==> src/rtl/imm_gen_pipe.sv <==
// Pipelined RISC-V immediate generator with valid/ready handshakes and a 2-entry skid buffer.
// Define IMM_GEN_CSR_EN to decode CSR*I instructions as fmt Z with a zero-extended zimm.
module imm_gen_pipe #(
    parameter int WORDSIZE         = 64,
    parameter int INSTRUCTION_SIZE = 32,
    parameter int TAG_WIDTH        = 64
) (
    input  logic                        clk,
    input  logic                        reset,
    input  logic                        flush,
    input  logic                        in_valid,
    output logic                        in_ready,
    input  logic [INSTRUCTION_SIZE-1:0] in_instr,
    input  logic [TAG_WIDTH-1:0]        in_tag,
    output logic                        out_valid,
    input  logic                        out_ready,
    output logic [WORDSIZE-1:0]         out_imm,
    output logic [2:0]                  out_fmt,
    output logic                        out_illegal,
    output logic [TAG_WIDTH-1:0]        out_tag
);

    localparam logic [6:0] OP_LOAD   = 7'b0000011;
    localparam logic [6:0] OP_IMM    = 7'b0010011;
    localparam logic [6:0] OP_IMM32  = 7'b0011011;
    localparam logic [6:0] OP_JALR   = 7'b1100111;
    localparam logic [6:0] OP_SYSTEM = 7'b1110011;
    localparam logic [6:0] OP_STORE  = 7'b0100011;
    localparam logic [6:0] OP_BRANCH = 7'b1100011;
    localparam logic [6:0] OP_LUI    = 7'b0110111;
    localparam logic [6:0] OP_AUIPC  = 7'b0010111;
    localparam logic [6:0] OP_JAL    = 7'b1101111;
    localparam logic [6:0] OP_REG    = 7'b0110011;
    localparam logic [6:0] OP_REG32  = 7'b0111011;

    localparam logic [2:0] FMT_NONE = 3'b000;
    localparam logic [2:0] FMT_I    = 3'b001;
    localparam logic [2:0] FMT_S    = 3'b010;
    localparam logic [2:0] FMT_B    = 3'b011;
    localparam logic [2:0] FMT_U    = 3'b100;
    localparam logic [2:0] FMT_J    = 3'b101;
    localparam logic [2:0] FMT_Z    = 3'b110;

    typedef enum logic [1:0] {EMPTY, ONE, FULL} state_t;

    state_t                state_q, state_d;
    logic                  inReady_q;
    logic                  accept, drain;
    logic                  load0New, load0Skid, load1New;

    logic signed [31:0]    raw32;
    logic                  zimmSel;
    logic [2:0]            decFmt;
    logic                  decIllegal;
    logic [WORDSIZE-1:0]   decImm;

    logic [WORDSIZE-1:0]   imm0_q, imm1_q;
    logic [2:0]            fmt0_q, fmt1_q;
    logic                  ill0_q, ill1_q;
    logic [TAG_WIDTH-1:0]  tag0_q, tag1_q;

    // Immediates are assembled as a signed 32-bit value whose bit 31 is always instr[31],
    // so a single signed widening cast gives the sign extension to WORDSIZE.
    always_comb begin
        raw32      = '0;
        zimmSel    = 1'b0;
        decFmt     = FMT_NONE;
        decIllegal = 1'b0;
        case (in_instr[6:0])
            OP_LOAD, OP_IMM, OP_IMM32, OP_JALR: begin
                decFmt = FMT_I;
                raw32  = {{20{in_instr[31]}}, in_instr[31:20]};
            end
            OP_SYSTEM: begin
`ifdef IMM_GEN_CSR_EN
                if (in_instr[14]) begin
                    decFmt  = FMT_Z;
                    zimmSel = 1'b1;
                end else begin
                    decFmt = FMT_I;
                    raw32  = {{20{in_instr[31]}}, in_instr[31:20]};
                end
`else
                decFmt = FMT_I;
                raw32  = {{20{in_instr[31]}}, in_instr[31:20]};
`endif
            end
            OP_STORE: begin
                decFmt = FMT_S;
                raw32  = {{20{in_instr[31]}}, in_instr[31:25], in_instr[11:7]};
            end
            OP_BRANCH: begin
                decFmt = FMT_B;
                raw32  = {{19{in_instr[31]}}, in_instr[31], in_instr[7], in_instr[30:25],
                          in_instr[11:8], 1'b0};
            end
            OP_LUI, OP_AUIPC: begin
                decFmt = FMT_U;
                raw32  = {in_instr[31:12], 12'b0};
            end
            OP_JAL: begin
                decFmt = FMT_J;
                raw32  = {{11{in_instr[31]}}, in_instr[31], in_instr[19:12], in_instr[20],
                          in_instr[30:21], 1'b0};
            end
            OP_REG, OP_REG32: decFmt = FMT_NONE;
            default:          decIllegal = 1'b1;
        endcase
        decImm = zimmSel ? WORDSIZE'(in_instr[19:15]) : WORDSIZE'(raw32);
    end

    always_ff @(posedge clk) begin
        if (reset) begin
            state_q   <= EMPTY;
            inReady_q <= 1'b1;
        end else begin
            state_q   <= state_d;
            inReady_q <= (state_d != FULL);
        end
    end

    always_comb begin
        state_d = state_q;
        if (flush) begin
            state_d = EMPTY;
        end else begin
            case (state_q)
                EMPTY:   if (accept) state_d = ONE;
                ONE: begin
                    if (accept && !drain)      state_d = FULL;
                    else if (!accept && drain) state_d = EMPTY;
                end
                FULL:    if (drain) state_d = ONE;
                default: state_d = EMPTY;
            endcase
        end
    end

    // in_ready is masked while reset is held so nothing is offered a transfer mid-reset.
    always_comb begin
        out_valid = (state_q != EMPTY);
        in_ready  = inReady_q && !reset;
        accept    = in_valid && inReady_q;
        drain     = out_valid && out_ready;
        load0Skid = !flush && drain && (state_q == FULL);
        load0New  = !flush && accept && ((state_q == EMPTY) || (state_q == ONE && drain));
        load1New  = !flush && accept && (state_q == ONE) && !drain;
    end

    always_ff @(posedge clk) begin
        if (reset) begin
            imm0_q <= '0;
            fmt0_q <= '0;
            ill0_q <= 1'b0;
            tag0_q <= '0;
            imm1_q <= '0;
            fmt1_q <= '0;
            ill1_q <= 1'b0;
            tag1_q <= '0;
        end else begin
            if (load0Skid) begin
                imm0_q <= imm1_q;
                fmt0_q <= fmt1_q;
                ill0_q <= ill1_q;
                tag0_q <= tag1_q;
            end else if (load0New) begin
                imm0_q <= decImm;
                fmt0_q <= decFmt;
                ill0_q <= decIllegal;
                tag0_q <= in_tag;
            end
            if (load1New) begin
                imm1_q <= decImm;
                fmt1_q <= decFmt;
                ill1_q <= decIllegal;
                tag1_q <= in_tag;
            end
        end
    end

    assign out_imm     = imm0_q;
    assign out_fmt     = fmt0_q;
    assign out_illegal = ill0_q;
    assign out_tag     = tag0_q;

endmodule

==> config.mk <==
export PLATFORM = sky130hd
export DESIGN_NAME = imm_gen_pipe
export DESIGN_NICKNAME = d
export VERILOG_FILES = /design/src/rtl/imm_gen_pipe.sv
export SDC_FILE = /design/constraint.sdc
export NUM_CORES = 1
export LEC_CHECK = 0
export CAP_MARGIN = 20
export CORE_ASPECT_RATIO = 0.7
export CORE_UTILIZATION = 39
export DETAILED_ROUTE_END_ITERATION = 8
export GPL_TIMING_DRIVEN = 1
export PLACE_DENSITY_LB_ADDON = 0.08
export SLEW_MARGIN = 10
export SYNTH_ARGS = -nofsm -noshare
export SYNTH_HDL_FRONTEND = slang
export SYNTH_SLANG_ARGS = --single-unit
==> constraint.sdc <==
create_clock -name clk -period 1.95 [get_ports clk]
set_clock_uncertainty 0.1 [all_clocks]
set_input_delay 0.39 -clock clk [delete_from_list [all_inputs] [get_ports clk]]
set_output_delay 0.39 -clock clk [all_outputs]
set_load 0.02 [all_outputs]
==> metrics.md, run 1 <==
| Metric | Value |
|---|---|
| Status | completed |
| Commonest non-fill, non-tap cell in the layout | nor2_1 |
| Crit-path max cell delay | approximately 600 ps |
| Sum Neg Setup Slack | 0 ps |
| Vias | ~8000 |
| TritonCTS Sinks | 203 |
| Vias in the first global route | 7542 |
| Antenna violations before repair | 1 |
| RR Startpoint | state_q[1] |
| Pins Over Slew Limit | 0 |
| CP Capture Type | output port |
| Sw Pwr | 2.34 mW |
| Drt wl/cell | about 16 um |
| Grt ovf | 0 |
| Hold EP | inReady_q |
| H-Tree Level Count | 1 |
| Hold Path Depth | 2 |
| CP Launch Type | flip-flop |
| All-Layer GR Usage | 22.0% |
| DPL Wire Length | 17000 um |
| CTS Buf Count | 21 |
| Drt drc | 0 |
| Internal power | about 7.3 mW |
| Final Cycle Share | 98.3% |
| Sw frac | 24.3% |
| Slowest library cell on the worst path | clkdlybuf4s50_1 |
| Max cap viols | 0 |
| Crit path cell chain | clkdlybuf4s50_1 |
| CP top delay family | buffers and inverters |
| Arrival @ worst endpoint | 1430 ps |
| Final wirelength | 25600 um |
| GPL Wtd Cong | 0.901 |
| Core area | roughly 22000 sq um |
| Worst-Margin Slew | about 770 ps |
| Minimum clock period after layout | 1920 ps |
| CTS tree | done |
| Via density | between 5 and 6 |
| Gate power share | 12.0% |
| Synthesized Nets | ~1200 |
| DIE HEIGHT | 127 um |
| First-pass GRT wire length | around 41000 um |
| Min Hold Slack | between 60 and 70 ps |
| Clk slew on worst S/H paths | 60 ps |
| FF-to-FF setup slack | between 100 and 150 ps |
| Area Overhead vs Synth | 39.5% |
| Initial Util | 40.0% |
| Pleak | 5.49 nW |
| Seq pwr share | roughly 45% |
| IO Port Bufs | 234 |
| Max FO, Critical Path | 2 |
| VDD IR max | 0.573 mV |
| Largest net degree at the start of global routing | 166 |
| Final Cell Area | 12100 sq um |
| Syn Std Cell Area | 8690 sq um |
| Worst r2r path cells | 6 |
| Most frequent cells in the layout | 231 x nor2_1, 203 x dfxtp_1, 180 x nand2_1 |
| Die W | 180 um |
| Die area | 22900 sq um |
| Yosys reg bits | 203 |
| Post-DP Area | 11400 sq um |
| IO Pins | 235 |
| Sequential area share after synthesis | 46.8% |
| Yosys warnings | 0 |
| HP Start | reset |
| Clock power share | 43.0% |
| Avg Cell Area, Syn | roughly 8.2 sq um |
| Hold Vio Cnt, Final | 0 |
| Worst-Skew Late Latency | between 400 and 500 ps |
| Worst hold path type | in -> reg |
| Crit Path Class | reg -> out |
| Clock tree root buffer cell | clkbuf_16 |
| Initial drt markers | between 500 and 600 |
| # rows | 45 |
| Max-slew headroom | 48.7% |
| Initial DRT Pass Iterations | 5 |
| Worst path bufs/invs | 1 |
| Share of post-route cells with drive strength above 1 | about an eighth |
| Worst reg2reg path endpoint | out_imm[18] |
| Yosys cell types | 55 |
| # setup viols final | 0 |
| Pwr per Cell Area | 794 nW/um^2 |
| Post-route ant nets | 0 |
| CP Data Required Time | 1460 ps |
| RSZ-0062 raised after global routing | false |
| Nets@finish | 1371 |
| Clock buffer depth | 3 |
| Cells after synthesis | 1060 |
| Fmax | 0.522 GHz |
[power groups by stage]
stage	clock (mW)	combinational, mW	sequential [mW]
2_1_floorplan	0	0.429	4.54
3_3_place_gp	0	1.19	4.42
3_5_place_dp	0	1.19	4.42
4_1_cts	4.24	1.16	4.33
5_1_grt	4.41	1.23	4.34
6_report	4.14	1.15	4.33
[sequential cells by signal, summed over array words and instances, names as in the netlist, 2 cells and up]
register	flops
out_fmt	3
fmt1_q	3
state_q	2
imm1_q	32
out_imm	32
out_tag	64
tag1_q	64
[repair_timing]
| item | 4_1_cts | 5_1_grt |
|---|---|---|
| gates resized for setup | 89 | 42 |
| buffers inserted | 0 | 0 |
| setup endpoints to repair | 87 | 45 |
| hold buffers | 0 | 0 |
| pin swaps | 0 | 0 |
[layout make-up]
cell class	instances	area, sq um
timing repair buffer	300	3020
antenna	1	2.50
clock buffer	29	586
inverter	4	15.0
tap	282	353
sequential	203	4060
clock inverter	8	118
multi-input combinational	740	3960
fill	2036	9620
[cells in the mapped netlist, drive strengths merged]
library cell  number  area [sq um]
nand2            183           699
or2                1          6.26
or4                1          7.51
nand2b             4          25.0
nor3b              3          37.5
and4bb             1          16.3
o22ai              4          25.0
and4b              2          20.0
clkbuf            32           120
nand3             18          90.1
o41ai              2          32.5
xnor2              1          8.76
o21ai              8          55.1
a221oi            15           175
a311oi             1          15.0
a21oi            101           509
nor2b              3          26.3
inv                4          15.0
maj3               1          10.0
a22oi             11          82.6
and3              15          93.8
nor3               8          51.3
and2b              1          7.51
nor4              64           482
a32oi              5          43.8
a31oi             13          96.3
a21o               1          7.51
a211oi            24           255
buf               81           563
a222oi             8          80.1
o31ai              1          21.3
nand3b             1          7.51
dfxtp            203          4060
and2               4          30.0
nor4b              1          15.0
nor2             234           891
[worst max path at each step]
stage,start,endpoint,slack (ps),cells past startpoint
after detailed placement,in_instr[4],imm1_q[5],-390,8
after global placement,in_instr[4],imm1_q[5],-350,8
after CTS,out_tag[20],out_tag[20],0.2,1
final,out_tag[4],out_tag[4],30,1
after floorplan,in_instr[4],imm1_q[22],230,7
after global routing,out_imm[62],out_imm[46],1,2
[metal layers]
layer  vias up  part of all wire (%)  GRT usage (%)
li1       4032                     -              -
met1      3750                    50           32.9
met2       312                    41           32.4
met3        23                   7.7           4.62
met4         0                   1.4           4.12
met5         -                     0              0
[cell families (layout without fill, tap and decap cells)]
family	Yosys count	after routing	share of synthesized area, %
adders and majority gates	1	1	0.115
AOI/OAI and AO/OA	194	194	16.1
DFF	203	203	46.8
other	0	1	0
buffers and inverters	117	341	8.04
xor gates and xnor gates	1	1	0.101
and+or+nand+nor	544	544	28.9
[stage by stage]
stage                     utilization [%]  power (mW)  instances  setup slack [ps]
after floorplan                         -        4.97       1060               225
after global placement               52.5        5.61       1529              -347
after detailed placement             52.5        5.61       1529              -386
after CTS                            55.3        9.73       1566             0.195
after global routing                 55.7        9.99       1566              1.05
final                                55.8        9.62       1567              33.8
Power figures use the tool's default switching activity.
==> run 2: changes to the inputs <==
--- a/constraint.sdc
+++ b/constraint.sdc
@@ -3,3 +3,3 @@
 set_input_delay 0.39 -clock clk [delete_from_list [all_inputs] [get_ports clk]]
 set_output_delay 0.39 -clock clk [all_outputs]
-set_load 0.02 [all_outputs]
+set_load 0.1 [all_outputs]
==> metrics.md, run 2 (synthesized netlist as in run 1, its figures left out) <==
| Metric | Value |
|---|---|
| Status | completed |
| IO Port Bufs | 234 (unchanged) |
| Share of post-route cells with drive strength above 1 | 24.2% (+12 points) |
| Worst path bufs/invs | 2 (+1) |
| Final Cycle Share | 96.5% (-1.8 points) |
| Worst-Margin Slew | 482 ps (-287 ps) |
| Die area | 22900 sq um (unchanged) |
| Most frequent cells in the layout | 231 x nor2_1, 202 x dfxtp_1, 180 x nand2_1 |
| # rows | 45 (unchanged) |
| Ant diodes | 0 (-1) |
| HP Start | reset |
| Clock tree root buffer cell | clkbuf_16 |
| Clock buffer depth | 3 (unchanged) |
| Initial DRT Pass Iterations | 5 (unchanged) |
| Most used cell, CP | buf_12 |
| Largest net degree at the start of global routing | 93 (-44%) |
| Worst reg2reg path endpoint | out_imm[19] |
| Post-route ant nets | 0 (unchanged) |
| Vias | 8323 (+2.5%) |
| Slowest library cell on the worst path | dfxtp_2 |
| First-pass GRT wire length | 41300 um (+0.71%) |
| DPL Wire Length | 17900 um (+5.3%) |
| Via density | 5.25 (+1.4%) |
| FF-to-FF setup slack | 180 ps (+50 ps) |
| CTS tree | done |
| Core area | 21700 sq um (unchanged) |
| GPL Wtd Cong | 0.927 (+2.8%) |
| RSZ-0062 raised after global routing | false |
| Area Overhead vs Synth | 58.0% |
| CP Data Required Time | 1460 ps (about the same) |
| CP top delay family | buffers and inverters |
| Drt drc | 0 (unchanged) |
| Drt wl/cell | 16.3 um (-0.12%) |
| CP Launch Type | flip-flop |
| Max FO, Critical Path | 26 (+24) |
| CP Capture Type | output port |
| IO Pins | 235 (unchanged) |
| Worst-Skew Late Latency | 490 ps (about the same) |
| # setup viols final | 0 (unchanged) |
| Initial drt markers | 709 (+20%) |
| Crit Path Class | reg -> out |
| DIE HEIGHT | 127 um (unchanged) |
| Fmax | 0.531 GHz (+1.8%) |
| Pleak | 5.30 nW (-3.6%) |
| Max-slew headroom | 67.8% (+19 points) |
| Hold Path Depth | 2 (unchanged) |
| Minimum clock period after layout | 1880 ps (-34.3 ps) |
| Antenna violations before repair | 0 (-1) |
| Vias in the first global route | 7721 (+2.4%) |
| TritonCTS Sinks | 203 (unchanged) |
| Worst hold path type | in -> reg |
| Crit-path max cell delay | 360 ps (-240 ps) |
| Worst r2r path cells | 6 (unchanged) |
| Power, Total | 10.8 mW (+12%) |
| Initial Util | 40.0% (unchanged) |
| Grt ovf | 0 (unchanged) |
| Nets@finish | 1390 (+1.4%) |
| All-Layer GR Usage | 22.1% (+0.089 points) |
| Commonest non-fill, non-tap cell in the layout | nor2_1 |
| Arrival @ worst endpoint | 1390 ps (-40 ps) |
| Final non-filler cell total | 1585 (+1.1%) |
| Placed cells | 1547 (+1.2%) |
| Hold Vio Cnt, Final | 0 (unchanged) |
| VDD IR max | 0.638 mV (+11%) |
| Crit path cell chain | buf_12, buf_12 |
| Max cap viols | 0 (unchanged) |
| Hold EP | tag1_q[27] |
| H-Tree Level Count | 1 (unchanged) |
| Clk slew on worst S/H paths | 60 ps (about the same) |
| Pins Over Slew Limit | 0 (unchanged) |
| Die W | 180 um (unchanged) |
| Final wirelength | 25800 um (+1.0%) |
| CTS Buf Count | 21 (unchanged) |
| RR Startpoint | state_q[1] |
| Pwr per Cell Area | 787 nW/um^2 (-0.91%) |
[run 2: layer usage]
layer / share of wire [%] / up-vias / global-route usage (%)
met3: 7.4 / 27 / 4.34
met4: 1.5 / 0 / 5.03
met1: 49 / 3903 / 32.3
met2: 42 / 326 / 33.4
li1: - / 4067 / -
met5: 0 / - / 0
[run 2: layout make-up]
| type | instances | area [sq um] |
|---|---|---|
| Tap cell | 282 | 353 |
| Multi-Input combinational cell | 740 | 3960 |
| Fill cell | 1804 | 8010 |
| Sequential cell | 203 | 4070 |
| Inverter | 4 | 15.0 |
| Timing Repair Buffer | 319 | 4590 |
| Clock inverter | 9 | 149 |
| Clock buffer | 28 | 592 |
[run 2: timing repair]
action                                  4_1_cts  5_1_grt
buffers inserted                              0        1
gates resized for setup                       0        4
endpoints found under the setup margin        0       12
hold buffers                                  0        0
[run 2: where the power goes]
| group | internal, mW | switching (mW) | leakage [nW] |
|---|---|---|---|
| clock network | 2.66 | 1.64 | 0.368 |
| registers | 4.27 | 0.123 | 1.65 |
| logic | 0.814 | 1.29 | 3.28 |
[run 2: stage by stage]
stage	utilization, %	setup WS (ps)	cell area [sq um]	hold WS, ps	setup TNS [ps]
detailed placement	59.6	-426	13000	347	-51590
CTS	63.0	16.4	13700	155	0
floorplan	-	-94.9	8690	332	-94.9
global placement	59.6	-368	13000	342	-45910
global route	63.1	24.3	13700	172	0
finish	63.1	68.1	13700	174	0
[run 2: worst max path at each step]
stage                       end         from  slack, ps  depth (start not counted)
finish              out_imm[50]  out_imm[62]         70                          2
global route        out_imm[33]  out_imm[62]         20                          2
CTS                   out_valid   state_q[1]         20                          3
detailed placement    imm1_q[1]  in_instr[6]       -430                          7
global placement      imm1_q[7]  in_instr[4]       -370                          8
floorplan              in_ready        reset        -90                          3
